## config.mk

```make
export PLATFORM = sky130hd
export DESIGN_NAME = pipe_ctrl_unit
export DESIGN_NICKNAME = d
export VERILOG_FILES = /design/src/rtl/pipe_ctrl_unit.sv
export SDC_FILE = /design/constraint.sdc
export NUM_CORES = 1
export LEC_CHECK = 0
export CAP_MARGIN = 20
export CELL_PAD_IN_SITES_DETAIL_PLACEMENT = 1
export CELL_PAD_IN_SITES_GLOBAL_PLACEMENT = 1
export CORE_MARGIN = 8
export CORE_UTILIZATION = 34
export CTS_CLUSTER_SIZE = 8
export DETAILED_ROUTE_END_ITERATION = 8
export HOLD_SLACK_MARGIN = 0.02
export PLACE_DENSITY_LB_ADDON = 0.1
export RECOVER_POWER = 100
export SKIP_CTS_REPAIR_TIMING = 1
export SLEW_MARGIN = 25
export SYNTH_ARGS = -nofsm -noshare
export SYNTH_HDL_FRONTEND = slang
export SYNTH_SLANG_ARGS = --single-unit
export TNS_END_PERCENT = 100
```

## constraint.sdc

```tcl
create_clock -name clk -period 3 [get_ports clk]
set_clock_uncertainty 0.2 [all_clocks]
set_input_delay 0.45 -clock clk [delete_from_list [all_inputs] [get_ports clk]]
set_output_delay 0.45 -clock clk [all_outputs]
set_load 0.02 [all_outputs]
```

## src/rtl/pipe_ctrl_unit.sv

```systemverilog
// Pipelined RV32I main controller: decodes the D-stage opcode, carries the control
// bundle through E/M/W with flush/stall bubbles, and resolves branches and jumps in E.
module pipe_ctrl_unit #(
  parameter int unsigned ALUCTRL_W = 3,
  parameter bit          EN_JALR   = 1'b1,
  parameter bit          EN_LUI    = 1'b1
) (
  input  logic                 clk,
  input  logic                 reset,
  input  logic [6:0]           opD,
  input  logic [2:0]           funct3D,
  input  logic                 funct7b5D,
  input  logic                 FlushE,
  input  logic                 StallE,
  input  logic                 ZeroE,
  input  logic                 LtE,
  input  logic                 LtuE,
  output logic [2:0]           ImmSrcD,
  output logic                 IllegalD,
  output logic                 RegWriteE,
  output logic                 RegWriteM,
  output logic                 RegWriteW,
  output logic [1:0]           ResultSrcE,
  output logic [1:0]           ResultSrcM,
  output logic [1:0]           ResultSrcW,
  output logic                 MemWriteE,
  output logic                 MemWriteM,
  output logic                 ALUSrcE,
  output logic [ALUCTRL_W-1:0] ALUControlE,
  output logic                 JalrE,
  output logic                 PCSrcE,
  output logic                 IllegalE
);

  localparam logic [6:0] OP_LW   = 7'b0000011;
  localparam logic [6:0] OP_SW   = 7'b0100011;
  localparam logic [6:0] OP_R    = 7'b0110011;
  localparam logic [6:0] OP_I    = 7'b0010011;
  localparam logic [6:0] OP_B    = 7'b1100011;
  localparam logic [6:0] OP_JAL  = 7'b1101111;
  localparam logic [6:0] OP_JALR = 7'b1100111;
  localparam logic [6:0] OP_LUI  = 7'b0110111;

  localparam logic [3:0] ALU_ADD  = 4'b0000;
  localparam logic [3:0] ALU_SUB  = 4'b0001;
  localparam logic [3:0] ALU_AND  = 4'b0010;
  localparam logic [3:0] ALU_OR   = 4'b0011;
  localparam logic [3:0] ALU_XOR  = 4'b0100;
  localparam logic [3:0] ALU_SLT  = 4'b0101;
  localparam logic [3:0] ALU_SLTU = 4'b0110;
  localparam logic [3:0] ALU_SLL  = 4'b0111;
  localparam logic [3:0] ALU_SRL  = 4'b1000;
  localparam logic [3:0] ALU_SRA  = 4'b1001;

  // alt selects sub (funct3=000) or sra (funct3=101)
  function automatic logic [3:0] alu_op(input logic [2:0] f3, input logic alt);
    case (f3)
      3'b000:  alu_op = alt ? ALU_SUB : ALU_ADD;
      3'b001:  alu_op = ALU_SLL;
      3'b010:  alu_op = ALU_SLT;
      3'b011:  alu_op = ALU_SLTU;
      3'b100:  alu_op = ALU_XOR;
      3'b101:  alu_op = alt ? ALU_SRA : ALU_SRL;
      3'b110:  alu_op = ALU_OR;
      default: alu_op = ALU_AND;
    endcase
  endfunction

  logic       reg_write_d, mem_write_d, branch_d, jump_d, jalr_d, alu_src_d, arith_d;
  logic [1:0] result_src_d;
  logic [3:0] alu_code_d;
  logic       wide_op_d;
  logic       jump_e_reg, branch_e_reg, branch_cond;
  logic [2:0] funct3_e_reg;

  always_comb begin
    reg_write_d  = 1'b0;
    mem_write_d  = 1'b0;
    branch_d     = 1'b0;
    jump_d       = 1'b0;
    jalr_d       = 1'b0;
    alu_src_d    = 1'b0;
    arith_d      = 1'b0;
    result_src_d = 2'b00;
    alu_code_d   = ALU_ADD;
    ImmSrcD      = 3'b000;
    IllegalD     = 1'b0;
    case (opD)
      OP_LW: begin
        reg_write_d  = 1'b1;
        result_src_d = 2'b01;
        alu_src_d    = 1'b1;
      end
      OP_SW: begin
        mem_write_d = 1'b1;
        alu_src_d   = 1'b1;
        ImmSrcD     = 3'b001;
      end
      OP_R: begin
        reg_write_d = 1'b1;
        arith_d     = 1'b1;
        alu_code_d  = alu_op(funct3D, funct7b5D);
      end
      OP_I: begin
        reg_write_d = 1'b1;
        alu_src_d   = 1'b1;
        arith_d     = 1'b1;
        alu_code_d  = alu_op(funct3D, funct7b5D & (funct3D == 3'b101));
      end
      OP_B: begin
        branch_d   = 1'b1;
        alu_code_d = ALU_SUB;
        ImmSrcD    = 3'b010;
        IllegalD   = (funct3D == 3'b010) || (funct3D == 3'b011);
      end
      OP_JAL: begin
        reg_write_d  = 1'b1;
        jump_d       = 1'b1;
        result_src_d = 2'b10;
        ImmSrcD      = 3'b011;
      end
      OP_JALR: begin
        reg_write_d  = 1'b1;
        jump_d       = 1'b1;
        jalr_d       = 1'b1;
        alu_src_d    = 1'b1;
        result_src_d = 2'b10;
        IllegalD     = !EN_JALR;
      end
      OP_LUI: begin
        reg_write_d  = 1'b1;
        result_src_d = 2'b11;
        ImmSrcD      = 3'b100;
        IllegalD     = !EN_LUI;
      end
      default: IllegalD = 1'b1;
    endcase
    // A narrow ALU cannot execute xor/sltu/shifts
    wide_op_d = (alu_code_d == ALU_XOR) || (alu_code_d == ALU_SLTU) || (alu_code_d == ALU_SLL) ||
                (alu_code_d == ALU_SRL) || (alu_code_d == ALU_SRA);
    if (arith_d && wide_op_d && (ALUCTRL_W < 4))
      IllegalD = 1'b1;
  end

  // E register: reset/flush load a bubble, stall holds, otherwise capture gated decode
  always_ff @(posedge clk) begin
    if (reset || FlushE) begin
      RegWriteE    <= 1'b0;
      ResultSrcE   <= 2'b00;
      MemWriteE    <= 1'b0;
      ALUSrcE      <= 1'b0;
      ALUControlE  <= '0;
      JalrE        <= 1'b0;
      jump_e_reg   <= 1'b0;
      branch_e_reg <= 1'b0;
      funct3_e_reg <= 3'b000;
      IllegalE     <= 1'b0;
    end else if (!StallE) begin
      RegWriteE    <= reg_write_d & !IllegalD;
      ResultSrcE   <= IllegalD ? 2'b00 : result_src_d;
      MemWriteE    <= mem_write_d & !IllegalD;
      ALUSrcE      <= alu_src_d & !IllegalD;
      ALUControlE  <= IllegalD ? '0 : alu_code_d[ALUCTRL_W-1:0];
      JalrE        <= jalr_d & !IllegalD;
      jump_e_reg   <= jump_d & !IllegalD;
      branch_e_reg <= branch_d & !IllegalD;
      funct3_e_reg <= funct3D;
      IllegalE     <= IllegalD;
    end
  end

  always_ff @(posedge clk) begin
    if (reset || StallE) begin
      RegWriteM  <= 1'b0;
      ResultSrcM <= 2'b00;
      MemWriteM  <= 1'b0;
    end else begin
      RegWriteM  <= RegWriteE;
      ResultSrcM <= ResultSrcE;
      MemWriteM  <= MemWriteE;
    end
  end

  always_ff @(posedge clk) begin
    if (reset) begin
      RegWriteW  <= 1'b0;
      ResultSrcW <= 2'b00;
    end else begin
      RegWriteW  <= RegWriteM;
      ResultSrcW <= ResultSrcM;
    end
  end

  always_comb begin
    case (funct3_e_reg)
      3'b000:  branch_cond = ZeroE;
      3'b001:  branch_cond = !ZeroE;
      3'b100:  branch_cond = LtE;
      3'b101:  branch_cond = !LtE;
      3'b110:  branch_cond = LtuE;
      3'b111:  branch_cond = !LtuE;
      default: branch_cond = 1'b0;
    endcase
  end

  assign PCSrcE = !reset && (jump_e_reg || (branch_e_reg && branch_cond));

endmodule
```

==> impl_metrics.py <==
metrics = {
    "setup_path": {
        "cp.required_ns": 2.35,
        "critPathMaxFanout": 1,
        "critical_path_class": "input port to output port",
        "start_kind": "input port",
        "cp-end-kind": "output port",
        "worstPathArrival_ns": 2.18,
    },
    "route": {
        "wl_per_cell_um": 15.7,
        "routed_wl_mm": 3.50,
        "via_count": 1111,
        "drt_iter0_drc": 28,
        "drtAntennaViolNets": 0,
        "dr.pass1.iters": 4,
        "drc": 0,
        "viasPerCell": 4.98,
    },
    "synth": {
        "synth_top_flop_cell": "dfxtp_1",
        "synth_cell_types": 40,
        "syn_inst": 124,
        "synth_warnings": 0,
        "synth_area_per_cell_sq_um": 9.11,
        "synth-seq-cells": 22,
        "synth_edf_count": 0,
        "yosys.area.top_type": "dfxtp_1",
        "synth_top_area_share_pct": 39.0,
        "synth-seq-area-share_pct": 39.0,
        "netlist_area_sq_um": 1130,
        "synth_area_leaders": "dfxtp_1 39%, nand2_1 5.0%, nor2_1 3.7%, mux2i_1 3.5%, o21ai_0 3.1%",
        "async_flop_share_pct": 0,
        "synth_fp_nets": 142,
    },
    "grt": {
        "grt-ovfl-total": 0,
        "grt_pass1_wl_mm": 5.60,
        "grt.total_usage_pct": 13.3,
        "grt_pass1_vias": 1196,
        "antenna_found_initial": 0,
        "grt_start_max_net_pins": 14,
    },
    "final_layout": {
        "area_growth_pct": 44.4,
        "fin_util_pct": 50.1,
        "layout_common_cells": "22 x dfxtp_1, 21 x dlygate4sd3_1, 15 x nand2_1, 15 x clkdlybuf4s50_1, 12 x buf_4",
        "drive_above_1_share_pct": 15.8,
        "final_net_count": 196,
        "num_antenna_cells": 0,
        "design_area_sq_um": 1630,
        "finalNonFillerCells": 223,
        "layout_commonest_cell": "dfxtp_1",
    },
    "run": {
        "cap_violations": 0,
    },
    "clocking": {
        "clk_path_buf_depth": 2,
        "root_buffer": "clkbuf_4",
        "htreeDepth": 1,
        "cts.sinks": 22,
        "cts.clk_slew.worst_paths_ns": 0.12,
        "tritoncts": "built",
        "clk_latency_ns": 0.30,
        "cts_buffers": 3,
    },
    "placement": {
        "place_area_sq_um": 1630,
        "dp_hpwl_mm": 2.92,
        "dp.cells": 219,
        "portBuffers": 39,
        "gp_congestion": 0.876,
    },
    "sta": {
        "finalSetupViolCount": 0,
        "drv_slew": 0,
        "finalCritPeriodShare_pct": 94.2,
        "min_period_ns": 2.83,
        "max_freq_mhz": 354,
        "rsz0062_at_grt": "no",
        "max_slew_margin_pct": 48.0,
        "tns_ns": 0,
        "tightestPinTransition_ns": 0.778,
        "hold_viol": 0,
    },
    "floorplan": {
        "io_pins": 40,
        "die_h_um": 73.6,
        "coreArea_sq_um": 3260,
        "initial_core_util_pct": 34.7,
        "rows": 21,
        "chipWidth_um": 73.6,
        "dieArea_sq_um": 5420,
    },
    "pwr": {
        "p_leak_nw": 0.680,
        "p_per_area_nw_per_um2": 381,
        "power_w": 0.000621,
        "ir_worst_vdd_uv": 164,
    },
    "run_status": {
        "run_status": "completed",
    },
    "min_path": {
        "hp-class": "register to register",
    },
}
==> cell type report <==
| class | count | area (sq um) |
|---|---|---|
| Inverter | 1 | 3.75 |
| Tap cell | 46 | 57.6 |
| Fill cell | 404 | 1630 |
| Clock buffer | 3 | 22.5 |
| Multi-Input combinational cell | 94 | 589 |
| Clock inverter | 1 | 30.0 |
| Sequential cell | 22 | 440 |
| Timing Repair Buffer | 56 | 488 |
==> critical path, cell delays in order <==
cell,delay [ns]
clkdlybuf4s50_1,0.45
mux2i_1,0.08
xor2_1,0.15
o21ai_0,0.17
a21oi_1,0.10
nor2_1,0.09
dlygate4sd3_1,0.69
==> power by group <==
part | switching [W] | internal (W) | total [W]
logic | 0.0000482 | 0.0000496 | 0.0000978
registers | 0.00000173 | 0.000294 | 0.000296
clock network | 0.0000923 | 0.000135 | 0.000227
==> routing by layer <==
metal,vias up,GRT usage (%),wire length (um)
li1,550,-,-
met1,530,15.3,1590
met2,27,23.5,1700
met3,4,2.59,136
met4,0,4.88,63
met5,-,0,0
==> through the flow <==
stage	setup WS [ns]	hold slack, ns
after global routing	0.0610	0.281
after CTS	-0.0115	0.278
after global placement	0.0224	0.247
final	0.175	0.269
after floorplan	0.979	0.225
after detailed placement	-0.0109	0.255
==> kinds of logic after synthesis <==
kind of cell | share of synthesized area, %
XOR/XNOR | 2.33
multiplexers | 5.54
buffers and inverters | 6.86
flip-flops | 39.0
AO/OA/AOI/OAI | 17.8
AND/OR/NAND/NOR | 28.5
==> synthesized netlist by cell type (2+ instances only) <==
library cell,instances
dfxtp_1,22
and2_1,5
and2_2,2
mux2_2,2
o41ai_1,2
nor2_1,11
a21oi_1,6
nand3_1,4
mux2i_1,4
xor2_1,2
nand2_1,15
nor3_1,5
buf_6,3
nand3b_1,2
nor2b_1,3
o21ai_0,7
a32o_1,3
a22o_1,3
o31ai_1,2
==> path summary, 6_finish.rpt <==
check,from,to,slack (ns),cells past startpoint
setup / recovery,LtE,PCSrcE,0.17,7
hold / removal,ResultSrcM[1],ResultSrcW[1],0.27,1
setup reg to reg,funct3_e_reg[0],funct3_e_reg[0],2.04,2
hold reg to reg,ResultSrcM[1],ResultSrcW[1],0.27,1
Note: power is estimated with default switching activity, not from simulation.
